===== src/rtl/csa_serial_sub.sv =====
// csa_serial_sub: multi-cycle subtractor, DIFF = A - B, one 4-bit nibble per clock.
// Each nibble is A_k + ~B_k + carry, and the running carry is kept in a flop.
// The nibble adder is carry-select: the cin=0 and cin=1 ripple paths are both
// computed, and the carry flop picks one. A start/busy/done handshake frames each op.
module csa_serial_sub #(
    parameter int WIDTH = 16
) (
    input  logic             clk,
    input  logic             rst_n,
    input  logic             start,
    input  logic [WIDTH-1:0] a,
    input  logic [WIDTH-1:0] b,
    output logic             busy,
    output logic             done,
    output logic [WIDTH-1:0] diff,
    output logic             borrow,
    output logic             ovf
);

    localparam int N  = WIDTH / 4;
    localparam int CW = $clog2(N + 1);

    typedef enum logic [1:0] {IDLE, RUN, DONE} state_t;

    state_t           state_q, state_d;
    logic [WIDTH-1:0] a_q, a_d;
    logic [WIDTH-1:0] b_q, b_d;
    logic [WIDTH-1:0] diff_q, diff_d;
    logic [CW-1:0]    idx_q, idx_d;
    logic             carry_q, carry_d;
    logic             borrow_q, borrow_d;
    logic             ovf_q, ovf_d;

    logic [3:0] a_nib, b_nib;
    logic [4:0] path0, path1, nib_sel;
    logic [3:0] nib_sum;
    logic       nib_cout;
    logic       last_nib;

    // Plain 4-bit ripple adder; returns {carry_out, sum}.
    function automatic logic [4:0] ripple4(input logic [3:0] x, input logic [3:0] y,
                                           input logic cin);
        logic       c;
        logic [3:0] s;
        c = cin;
        s = '0;
        for (int j = 0; j < 4; j++) begin
            s[j] = x[j] ^ y[j] ^ c;
            c    = (x[j] & y[j]) | (c & (x[j] ^ y[j]));
        end
        return {c, s};
    endfunction

    // Pick the operand nibbles for the current step, then form both carry-select paths.
    always_comb begin
        a_nib = '0;
        b_nib = '0;
        for (int i = 0; i < N; i++) begin
            if (idx_q == CW'(i)) begin
                a_nib = a_q[4*i +: 4];
                b_nib = b_q[4*i +: 4];
            end
        end
        path0    = ripple4(a_nib, ~b_nib, 1'b0);
        path1    = ripple4(a_nib, ~b_nib, 1'b1);
        nib_sel  = carry_q ? path1 : path0;
        nib_sum  = nib_sel[3:0];
        nib_cout = nib_sel[4];
        last_nib = (idx_q == CW'(N - 1));
    end

    // State register and datapath flops; reset clears everything asynchronously.
    always_ff @(posedge clk or negedge rst_n) begin
        if (!rst_n) begin
            state_q  <= IDLE;
            a_q      <= '0;
            b_q      <= '0;
            diff_q   <= '0;
            idx_q    <= '0;
            carry_q  <= 1'b0;
            borrow_q <= 1'b0;
            ovf_q    <= 1'b0;
        end else begin
            state_q  <= state_d;
            a_q      <= a_d;
            b_q      <= b_d;
            diff_q   <= diff_d;
            idx_q    <= idx_d;
            carry_q  <= carry_d;
            borrow_q <= borrow_d;
            ovf_q    <= ovf_d;
        end
    end

    // Next state: DONE may accept a new start directly, which gives back-to-back operation.
    always_comb begin
        state_d = state_q;
        case (state_q)
            IDLE:    state_d = start ? RUN : IDLE;
            RUN:     state_d = last_nib ? DONE : RUN;
            DONE:    state_d = start ? RUN : IDLE;
            default: state_d = IDLE;
        endcase
    end

    // Datapath next values. Capture happens on an accepted start; one nibble is written per RUN edge.
    always_comb begin
        a_d      = a_q;
        b_d      = b_q;
        diff_d   = diff_q;
        idx_d    = idx_q;
        carry_d  = carry_q;
        borrow_d = borrow_q;
        ovf_d    = ovf_q;
        if (state_q != RUN && start) begin
            a_d     = a;
            b_d     = b;
            carry_d = 1'b1;
            idx_d   = '0;
            diff_d  = '0;
        end else if (state_q == RUN) begin
            for (int i = 0; i < N; i++) begin
                if (idx_q == CW'(i)) begin
                    diff_d[4*i +: 4] = nib_sum;
                end
            end
            carry_d = nib_cout;
            idx_d   = idx_q + CW'(1);
            if (last_nib) begin
                borrow_d = ~nib_cout;
                ovf_d    = (a_q[WIDTH-1] ^ b_q[WIDTH-1]) & (a_q[WIDTH-1] ^ nib_sum[3]);
            end
        end
    end

    // Outputs are decoded from registered state only.
    always_comb begin
        busy   = (state_q == RUN);
        done   = (state_q == DONE);
        diff   = diff_q;
        borrow = borrow_q;
        ovf    = ovf_q;
    end

endmodule

===== config.mk =====
export PLATFORM = sky130hd
export DESIGN_NAME = csa_serial_sub
export DESIGN_NICKNAME = d
export VERILOG_FILES = /design/src/rtl/csa_serial_sub.sv
export SDC_FILE = /design/constraint.sdc
export NUM_CORES = 1
export LEC_CHECK = 0
export ABC_AREA = 1
export BUFFER_PORTS_ARGS = -buffer_cell sky130_fd_sc_hd__buf_2
export CAP_MARGIN = 30
export CORE_UTILIZATION = 30
export CTS_BUF_LIST = sky130_fd_sc_hd__clkbuf_16
export DETAILED_ROUTE_END_ITERATION = 16
export PLACE_DENSITY = 0.61
export SLEW_MARGIN = 20
export SYNTH_ARGS = -nofsm -noshare
export SYNTH_HDL_FRONTEND = slang
export SYNTH_SLANG_ARGS = --single-unit

===== constraint.sdc =====
create_clock -name clk -period 5.9 [get_ports clk]
set_clock_uncertainty 0.2 [all_clocks]
set_input_delay 1.77 -clock clk [delete_from_list [all_inputs] [get_ports clk]]
set_output_delay 1.77 -clock clk [all_outputs]
set_load 0.05 [all_outputs]

# Word level (Yosys, flattened, before mapping)
# Cells that the tools add are included.
# Widths: inputs -> output; s select.
dict set report word_totals {
  ff_bits 56
  in_bits 35
  output_inout_bits 20
  wordCells 88
}
dict set report classes {
  n_addsub 1
  n_eq_ne 6
  muxes 22
  n_bitwise 34
  reduce_logical 14
}
# cell count
set ops {}
lappend ops {{$mux 4} 12}
lappend ops {{$mux 16} 2}
lappend ops {{$xor 1x1->1} 12}
lappend ops {{$and 1x1->1} 11}
lappend ops {{$reduce_bool 2->1} 5}
lappend ops {{$reduce_and 2->1} 4}
lappend ops {{$or 1x1->1} 7}
lappend ops {{$eq 3x2->1 const B} 2}
lappend ops {{$mux 3} 2}
lappend ops {{$mux 5} 1}
lappend ops {{$not 4->4} 1}
lappend ops {{$pmux 2 s2} 1}
lappend ops {{$add 3x1->3 const B} 1}
lappend ops {{$eq 3x1->1 const B} 1}
lappend ops {{$logic_not 3->1} 1}
lappend ops {{$mux 1} 3}
lappend ops {{$not 1->1} 3}
lappend ops {{$reduce_and 3->1} 1}
lappend ops {{$eq 2x1->1 const B} 1}
lappend ops {{$eq 2x2->1 const B} 1}
lappend ops {{$logic_not 2->1} 1}
lappend ops {{$mux 2} 1}
lappend ops {{$ne 2x1->1 const B} 1}
lappend ops {{$reduce_or 2->1} 1}
lappend ops {{$logic_and 1x1->1} 1}

# Longest topological paths before layout
# Gate-level depths: netlist of the first run.
dict set report depth {
  depth_word 18
  ltp_mapped 19
  depth_no_buf 19
}

# Worst setup path before layout of the first run
# Ideal clock, no wire load.
dict set report synth_timing {
  path_kind {register to register}
  from {register idx_q[2]}
  to {register ovf_q, in the netlist ovf}
  setup_ns 0.118
  t_arrival_ns 3.134
  required_ns 5.582
  path_slack_ns 2.449
  path_stages_with_launch 19
  path_buffers 1
  synth_period_minus_slack_ns 3.451
  cell_sequence {dfrtp_1 inv_4 ha_1 inv_1 buf_2 nand2_1 inv_1 a21oi_2 ha_1 nand2_1 o21ai_0 fa_1 fa_1 inv_1 fa_1 inv_1 o21ai_0 nand3_1 nand2_1}
}
dict set report synth_between {
  elab_chain_len 16
  word_cells_on_any_way 35
  classes_between {3 x eq/ne; 9 x mux; 21 x bitwise; 2 x reduce/logical}
}
# element line_no
set synth_rtl {}
lappend synth_rtl {{start: declaration} 29} ;# logic [CW-1:0] idx_q, idx_d;
lappend synth_rtl {{start signal: assignment} 88} ;# idx_q <= idx_d;
lappend synth_rtl {{$logic_not 3->1} 59} ;# if (idx_q == CW'(i)) begin
lappend synth_rtl {{$mux 4 (4 in series)} 59}
lappend synth_rtl {{$not 4->4} {64, 65}}
lappend synth_rtl {{$and 1x1->1 or $xor 1x1->1 (tied branches)} 49} ;# c = (x[j] & y[j]) | (c & (x[j] ^ y[j]));
lappend synth_rtl {{$or 1x1->1} 49}
lappend synth_rtl {{$and 1x1->1} 49}
lappend synth_rtl {{$or 1x1->1} 49}
lappend synth_rtl {{$and 1x1->1} 49}
lappend synth_rtl {{$or 1x1->1} 49}
lappend synth_rtl {{$xor 1x1->1} 48} ;# s[j] = x[j] ^ y[j] ^ c;
lappend synth_rtl {{$mux 5} 66} ;# nib_sel = carry_q ? path1 : path0;
lappend synth_rtl {{$xor 1x1->1} 131} ;# ovf_d = (a_q[WIDTH-1] ^ b_q[WIDTH-1]) & (a_q[WIDTH-1] ^ nib_sum[3]);
lappend synth_rtl {{$and 1x1->1} 131}
lappend synth_rtl {{end signal: assignment} 91} ;# ovf_q <= ovf_d;
lappend synth_rtl {{end: declaration} 32} ;# logic ovf_q, ovf_d;
# Parallel ways exist; a longest one is shown, timed or not.
# A chain may end at the register's enable or synchronous reset.

# Final worst setup path of the first run
# Ends and elaborated chain as after synthesis.

==> results of run 1 <==
logic make-up (layout without fill, tap and decap cells):
| logic type | count (synthesis) | after routing |
|---|---|---|
| AO/OA/AOI/OAI | 33 | 33 |
| XOR/XNOR | 1 | 1 |
| adder cells (fa/ha/maj) | 10 | 10 |
| buffers and inverters | 43 | 98 |
| flip-flops | 56 | 56 |
| AND/OR/NAND/NOR | 199 | 199 |
cells in the final DEF, fill, tap and decap left out, drive strengths merged, types with 5 or more instances in the layout:
master  instances
inv            35
clkbuf          5
ha              7
nor2           15
buf            55
o21ai          25
nand2         168
nand3          14
dfrtp          56
flip-flops by register name, indices dropped and copies added (netlist names):
register	cells
a_q	16
b_q	16
diff	16
idx_q	3
state_q	2
borrow	1
carry_q	1
ovf	1
layout make-up:
class,instances,share of cell area (%)
Sequential cell,56,41.2
Multi-Input combinational cell,243,37.0
Timing Repair Buffer,55,8.16
Tap cell,129,4.74
Inverter,35,4.08
Clock buffer,5,3.68
Clock inverter,3,1.10
stage by stage:
stage	util (%)	power [mW]	cell area, um2
2_1_floorplan	-	1.72	2880
3_3_place_gp	34.9	2.00	3240
3_5_place_dp	34.9	2.02	3240
4_1_cts	36.6	2.37	3400
5_1_grt	36.6	2.56	3400
6_report	36.6	2.34	3400
layer usage:
layer / global-route usage (%) / part of all wire, %
met1: 18.7 / 47
met2: 22.3 / 46
met5: 0 / 0
met4: 3.68 / 1.3
met3: 2.37 / 5.0
Yosys cell counts:
cell type and count:
a21boi_1 2, a21boi_2 1, a21oi_2 2, and2_1 1, buf_12 1, buf_2 3, buf_6 4, dfrtp_1 56
fa_1 3, ha_1 7, inv_1 28, inv_2 5, inv_4 1, inv_6 1, nand2_1 164, nand2_4 2
nand2_8 2, nand3_1 9, nand3_2 5, nor2_1 8, nor2_2 4, nor2_4 3, o21ai_0 12, o21ai_1 2
o21ai_2 11, o22ai_1 3, or2_0 1, xor2_1 1
worst max-delay path by stage:
| stage | startpoint | end | slack [ps] | cells after the start |
|---|---|---|---|---|
| 2_1_floorplan | idx_q[2] | ovf | 2450 | 18 |
| 3_3_place_gp | idx_q[2] | ovf | 2220 | 17 |
| 3_5_place_dp | idx_q[2] | ovf | 2120 | 17 |
| 4_1_cts | idx_q[2] | ovf | 2060 | 17 |
| 5_1_grt | idx_q[2] | ovf | 1770 | 17 |
| 6_report | idx_q[2] | ovf | 2050 | 17 |
report_power, final:
group	switching (mW)	total, mW	internal [mW]
clock network	0.134	0.332	0.198
registers	0.109	0.673	0.564
logic	0.902	1.33	0.429
total	1.15	2.34	1.19
tightest hold or removal path: stages, from the launching register on:
cell	delay (ps)
dfrtp_1	340
nand2_1	50
nand2_1	50
==> flow_summary.yaml, run 1 <==
status:
  outcome: "finished, final reports clean"
clock_network:
  cts_buffers: 5
  holdBufCountCts: 0
  clockBufferDepth: 2
  cts_resized: 0
  clock_sinks: 56
  cts_root_buf: "clkbuf_16"
  clk_pin_slew_ps: 70
  postCtsSetupBuffers: 0
  insertion_delay_ps: 290
  htreeDepth: 2
  cts_tree: "yes"
setup_path:
  r2r-start: "idx_q[2]"
  critical_path.n_buffers_inverters: 5
  timing.rr.end: "ovf"
  critPathSlowestCell: "dfrtp_1"
  path_class: "flip-flop to flip-flop"
  cp-end-kind: "flip-flop"
  cpPeakStageDelay_ps: 480
  worst_setup_path_start_kind: "flip-flop"
  cpMostUsedCell: "inv_1"
  worstRegToRegCells: 17
  rrSetupSlack_ps: 2050
  arrival_ps: 3840
  crit_family: "adder cells"
  crit_fanout: 12
  cp_cell_sequence: "inv_4 > ha_1 > inv_1 > o21ai_0 > inv_1 > a21boi_2 > ha_1 > nand2_1 > o21ai_0 > fa_1 > fa_1 > inv_1 > fa_1 > inv_1 > o21ai_0 > nand3_1 > nand2_1"
  crit_required_ps: 5890
sta:
  tightest_slew_ps: 713
  hold_violations: 0
  finalSetupViolCount: 0
  setup_tns_ps: 0
  drv_slew: 0
  worst_slack_ps: 2050
  max_freq_ghz: 0.260
  grt_setup_unrepaired: "false"
  period_minus_slack_ps: 3850
  whs_ps: 273
  period_share_pct: 65.3
  relSlewSlack_pct: 52.5
floorplan:
  coreArea_um2: 9280
  die_h_um: 100
  start_util_pct: 31.0
  die_w_um: 100
  num_rows: 35
  die_area_um2: 10000
  io-pin-count: 55
synth:
  synth-compound-area-share_pct: 7.95
  synth_top_family_by_area: "simple AND/OR/NAND/NOR gates"
  synth_area_leader_cell: "dfrtp_1"
  syn_area_per_cell_um2: 8.42
  syn_nets: 387
  post-synth-top-area-fraction_pct: 48.7
  synth_cell_types: 28
  syn_inst: 342
  synthSimpleGateAreaFrac_pct: 30.4
  synth-warning-count: 0
  synth_area_leaders: "dfrtp_1 (49%), nand2_1 (21%), inv_1 (3.6%)"
  seq_area_frac_synth_pct: 48.7
  synthAdderAreaFrac_pct: 5.13
  synth_mux_area_share_pct: 0
  synth-xor-area-share_pct: 0.304
  ys_ff_latch: 56
  netlist_area_um2: 2880
place:
  detailedPlace.worstSlack_ps: 2120
  place_congestion: 0.892
  numPortBuffers: 54
  dp_hpwl_mm: 4.89
  dp_cells: 518
drt:
  wl_per_cell_um: 12.4
  num_vias: 2286
  routed_wl_mm: 6.55
  viasPerCell: 4.35
  ant_nets: 0
  drtIter0Drc: 132
  first_pass_iters: 4
  drc: 0
job:
  max-cap-violations: 0
hold_path:
  whs_path_depth: 2
  hp-start: "diff[0]"
  min_path_type: "flip-flop to flip-flop"
  hold_path_end: "diff[0]"
final_layout:
  stdcell_count: 526
  fin_nets: 441
  drive_gt1_share_pct: 24.7
  area_delta_synth_final_pct: 18.1
  seq_area_um2: 1400
  antenna_cells: 0
  num-fill-cells: 1010
  multi_input_area_um2: 1260
global_routing:
  grt_pass1_vias: 2204
  grtUsageTotal_pct: 13.6
  overflow: 0
  grt_pass1_wl_mm: 10.7
  grt_max_degree: 57
  antenna_found_initial: 0
power:
  vdd_drop_max_v: 0.000218
  pwr_density_cell_nw_per_um2: 687
  p_leak_nw: 1.83
Note: power is estimated with default switching activity, not from simulation.
==> run 2, diff against run 1 <==
--- a/config.mk
+++ b/config.mk
@@ -11,7 +11,7 @@
 export CORE_UTILIZATION = 30
 export CTS_BUF_LIST = sky130_fd_sc_hd__clkbuf_16
 export DETAILED_ROUTE_END_ITERATION = 16
-export PLACE_DENSITY = 0.61
+export PLACE_DENSITY = 0.62
 export SLEW_MARGIN = 20
 export SYNTH_ARGS = -nofsm -noshare
 export SYNTH_HDL_FRONTEND = slang
==> constraint.sdc (replaced) <==
create_clock -name clk -period 3.46 [get_ports clk]
set_clock_uncertainty 0.2 [all_clocks]
set_input_delay 1.038 -clock clk [delete_from_list [all_inputs] [get_ports clk]]
set_output_delay 1.038 -clock clk [all_outputs]
set_load 0.05 [all_outputs]
==> flow_summary.yaml, run 2 (synthesis results as in run 1) <==
clock_network:
  clockBufferDepth: 2
  cts_buffers: 5
  clock_sinks: 56
  postCtsSetupBuffers: 0
  cts_root_buf: "clkbuf_16"
  htreeDepth: 2
  clk_pin_slew_ps: 70
  insertion_delay_ps: 300
  cts_resized: 0
  cts_tree: "yes"
  holdBufCountCts: 0
setup_path:
  arrival_ps: 3280
  rrSetupSlack_ps: 170
  crit_required_ps: 3450
  path_class: "flip-flop to flip-flop"
  worst_setup_path_start_kind: "flip-flop"
  crit_fanout: 6
  cp-end-kind: "flip-flop"
floorplan:
  start_util_pct: 31.0
  die_area_um2: 10000
  die_h_um: 100
  coreArea_um2: 9280
  num_rows: 35
  io-pin-count: 55
  die_w_um: 100
drt:
  drc: 0
  routed_wl_mm: 6.69
  wl_per_cell_um: 12.5
  num_vias: 2308
  drtIter0Drc: 98
  ant_nets: 0
  first_pass_iters: 4
  viasPerCell: 4.32
power:
  intPower_mw: 2.02
  power_mw: 4.03
  p_sw_mw: 2.01
  pwr-share-seq_pct: 28.2
  p_leak_nw: 1.85
  vdd_drop_max_v: 0.000327
  pwr_density_cell_nw_per_um2: 1170
  combPwrFrac_pct: 59.3
  switching_share_pct: 49.8
  p_clk_share_pct: 12.6
final_layout:
  layout_commonest_cell: "nand2_1"
  drive_gt1_share_pct: 27.9
  antenna_cells: 0
  fin_nets: 449
  finish.utilization_pct: 37.2
  final_cell_mix: "nand2_1 (164), dfrtp_1 (56), buf_2 (54)"
  area_delta_synth_final_pct: 19.8
sta:
  max_freq_ghz: 0.304
  tightest_slew_ps: 729
  relSlewSlack_pct: 51.4
  grt_setup_unrepaired: "true"
  hold_violations: 0
  finalSetupViolCount: 0
  drv_slew: 0
  period_minus_slack_ps: 3290
  period_share_pct: 95.1
place:
  dp_hpwl_mm: 4.99
  numPortBuffers: 54
  place_congestion: 0.932
hold_path:
  min_path_type: "flip-flop to flip-flop"
global_routing:
  grtUsageTotal_pct: 14.3
  grt_pass1_vias: 2303
  grt_max_degree: 57
  antenna_found_initial: 0
  overflow: 0
  grt_pass1_wl_mm: 11.1
job:
  max-cap-violations: 0
status:
  outcome: "finished, final reports clean"
-- run 2: cell types whose count changed in the layout (fill, tap and decap cells not counted) --
| cell | before | now |
|---|---|---|
| o21ai_1 | 2 | 3 |
| inv_1 | 28 | 25 |
| fa_1 | 3 | 2 |
| inv_2 | 5 | 8 |
| ha_2 | 0 | 2 |
| clkinvlp_4 | 0 | 2 |
| bufinv_16 | 1 | 0 |
| ha_1 | 7 | 5 |
| clkinv_1 | 2 | 1 |
| fa_2 | 0 | 1 |
| o21ai_0 | 12 | 11 |
| buf_4 | 1 | 9 |
-- run 2: final timing paths --
| check | from | end | cells after the start |
|---|---|---|---|
| max in group asynchronous | rst_n | diff[15] | 2 |
| min in group asynchronous | rst_n | b_q[3] | 2 |
| worst max-delay path | idx_q[1] | ovf | 16 |
| worst min-delay path | diff[11] | diff[11] | 2 |
| worst max register to register | idx_q[1] | ovf | 16 |
| worst min register to register | diff[11] | diff[11] | 2 |
-- run 2: cell type report --
cell class | count | area [um2]
Fill cell | 995 | 5830
Sequential cell | 56 | 1400
Multi-Input combinational cell | 243 | 1270
Timing Repair Buffer | 63 | 338
Tap cell | 129 | 161
Inverter | 35 | 139
Clock buffer | 5 | 125
Clock inverter | 3 | 18.8
-- run 2: layer usage --
layer,share of wire (%),routed length [um],global-route usage [%],vias to the layer above
li1,-,-,-,1175
met1,47,3110,19.6,1070
met2,47,3160,23.1,54
met3,4.9,325,2.51,9
met4,1.4,91,4.79,0
met5,0,0,0,-
-- run 2: critical path, cell delays in order (launching register included) --
cell and delay, ps:
dfrtp_1 380, ha_1 160, ha_1 180, buf_4 160, nand2_1 90, a21boi_2 170
ha_1 190, nand2_1 50, o21ai_1 80, fa_2 350, fa_1 380, inv_1 80
fa_1 430, inv_2 90, o21ai_0 80, nand3_1 80, nand2_1 40
-- run 2: through the flow --
stage	area (um2)	setup TNS (ps)	std cells	setup WS, ps	hold slack, ps
floorplan	2880	0	342	8.66	242
global placement	3300	0	526	146	252
detailed placement	3300	0	526	94.5	258
CTS	3440	0	534	32.7	277
finish	3450	0	534	169	272
global route	3450	-3.67	534	-3.67	295
-- run 2: power groups by stage --
stage	combinational, mW	sequential (mW)	clock (mW)
after floorplan	1.55	1.38	0
after global placement	2.33	1.15	0
after detailed placement	2.37	1.15	0
after CTS	2.40	1.14	0.516
after global routing	2.70	1.17	0.546
final	2.39	1.14	0.507
==> run 3, diff against run 2 <==
--- a/config.mk
+++ b/config.mk
@@ -11,7 +11,8 @@
 export CORE_UTILIZATION = 30
 export CTS_BUF_LIST = sky130_fd_sc_hd__clkbuf_16
 export DETAILED_ROUTE_END_ITERATION = 16
-export PLACE_DENSITY = 0.62
+export MAX_ROUTING_LAYER = met4
+export PLACE_DENSITY = 0.6
 export SLEW_MARGIN = 20
 export SYNTH_ARGS = -nofsm -noshare
 export SYNTH_HDL_FRONTEND = slang
==> flow_summary.yaml, run 3 (synthesis results as in run 1) <==
final_layout:
  fin_nets: 451
  area_delta_synth_final_pct: 21.2
  finish.utilization_pct: 37.6
  num-fill-cells: 1030
  stdcell_count: 536
  final_cell_mix: "nand2_1 (164), dfrtp_1 (56), buf_2 (54)"
  layout_commonest_cell: "nand2_1"
  drive_gt1_share_pct: 29.0
  antenna_cells: 0
clock_network:
  clock_sinks: 56
  insertion_delay_ps: 290
  clockBufferDepth: 2
  cts_root_buf: "clkbuf_16"
  holdBufCountCts: 0
  cts_tree: "yes"
  clk_pin_slew_ps: 80
  cts_buffers: 5
  htreeDepth: 2
drt:
  ant_nets: 0
  num_vias: 2331
  drc: 0
  viasPerCell: 4.35
  routed_wl_mm: 6.67
  wl_per_cell_um: 12.4
  first_pass_iters: 4
  drtIter0Drc: 81
setup_path:
  cpPeakStageDelay_ps: 420
  crit_fanout: 4
  crit_family: "adder cells"
  critPathSlowestCell: "fa_1"
  worst_setup_path_start_kind: "flip-flop"
  crit_required_ps: 3440
  cp-end-kind: "flip-flop"
  path_class: "flip-flop to flip-flop"
  arrival_ps: 3320
  critical_path.n_buffers_inverters: 4
  worstRegToRegCells: 18
  cpMostUsedCell: "nand2_1"
  cp_num_cells: 18
  cp_cell_sequence: "buf_4 > ha_2 > buf_4 > nand2_4 > nand2_1 > nand3_2 > a21oi_2 > ha_1 > nand2_1 > o21ai_1 > fa_2 > fa_1 > inv_1 > fa_1 > inv_1 > o21ai_0 > nand3_1 > nand2_1"
floorplan:
  die_h_um: 100
  start_util_pct: 31.0
  die_w_um: 100
  coreArea_um2: 9280
  num_rows: 35
  io-pin-count: 55
  die_area_um2: 10000
sta:
  drv_slew: 0
  max_freq_ghz: 0.299
  period_share_pct: 96.6
  grt_setup_unrepaired: "true"
  finalSetupViolCount: 0
  tightest_slew_ps: 686
  whs_ps: 272
  hold_violations: 0
  worst_slack_ps: 116
  period_minus_slack_ps: 3340
  relSlewSlack_pct: 54.3
power:
  vdd_drop_max_v: 0.000491
  p_leak_nw: 1.86
  pwr_density_cell_nw_per_um2: 1160
place:
  dp_cells: 527
  numPortBuffers: 54
  detailedPlace.worstSlack_ps: 15.2
  dp_hpwl_mm: 5.12
  place_congestion: 0.964
hold_path:
  whs_path_depth: 2
  min_path_type: "flip-flop to flip-flop"
global_routing:
  grt_max_degree: 45
  grtUsageTotal_pct: 14.6
  grtUsageMet3_pct: 2.65
  top_usage_layer: "met2"
  grt_pass1_vias: 2343
  grt_use_met2_pct: 24.0
  antenna_found_initial: 0
  grt_pass1_wl_mm: 11.1
  met1_usage_pct: 19.1
  overflow: 0
job:
  max-cap-violations: 0
status:
  outcome: "finished, final reports clean"
-- run 3: per-layer routing --
layer,share of wire (%),routed length [um],up-vias
met5,0,0,-
met4,0.54,36,0
met3,4.5,300,4
met2,48,3200,52
met1,47,3130,1099
li1,-,-,1176
-- run 3: timing repair --
action	in CTS	in global routing
gates resized for setup	1	10
buffers inserted	0	1
endpoints found under the setup margin	2	6
-- run 3: stage by stage --
| stage | TNS [ps] | cell area, um2 | power, mW |
|---|---|---|---|
| 3_3_place_gp | 0 | 3320 | 3.50 |
| 3_5_place_dp | 0 | 3320 | 3.54 |
| 5_1_grt | -32.2 | 3490 | 4.40 |
| 2_1_floorplan | 0 | 2880 | 2.93 |
| 6_report | 0 | 3490 | 4.05 |
| 4_1_cts | 0 | 3470 | 4.05 |
-- run 3: final cells by class --
cell class	count	area [um2]	area share, %
Timing Repair Buffer	65	369	10.6
Multi-Input combinational cell	243	1280	36.6
Clock inverter	3	18.8	0.537
Clock buffer	5	125	3.58
Sequential cell	56	1400	40.1
Inverter	35	139	3.98
Tap cell	129	161	4.62
-- run 3: where the power goes --
group	switching, mW	internal [mW]	leakage (nW)
Combinational	1.60	0.813	1.10
Sequential	0.173	0.961	0.701
Clock	0.233	0.266	0.0635
Total	2.01	2.04	1.86
-- run 3: tightest hold or removal path, delay by kind of cell (launching register included) --
family | cells | cell delay [ps]
flops | 1 | 340
simple gates | 2 | 100
-- run 3: path summary, 6_finish.rpt --
path	startpoint	endpoint	slack [ps]
setup / recovery	idx_q[0]	ovf	120
hold / removal	diff[12]	diff[12]	270
setup reg to reg	idx_q[0]	ovf	120
hold reg to reg	diff[12]	diff[12]	270
max in group asynchronous	rst_n	a_q[13]	1880
min in group asynchronous	rst_n	borrow	590
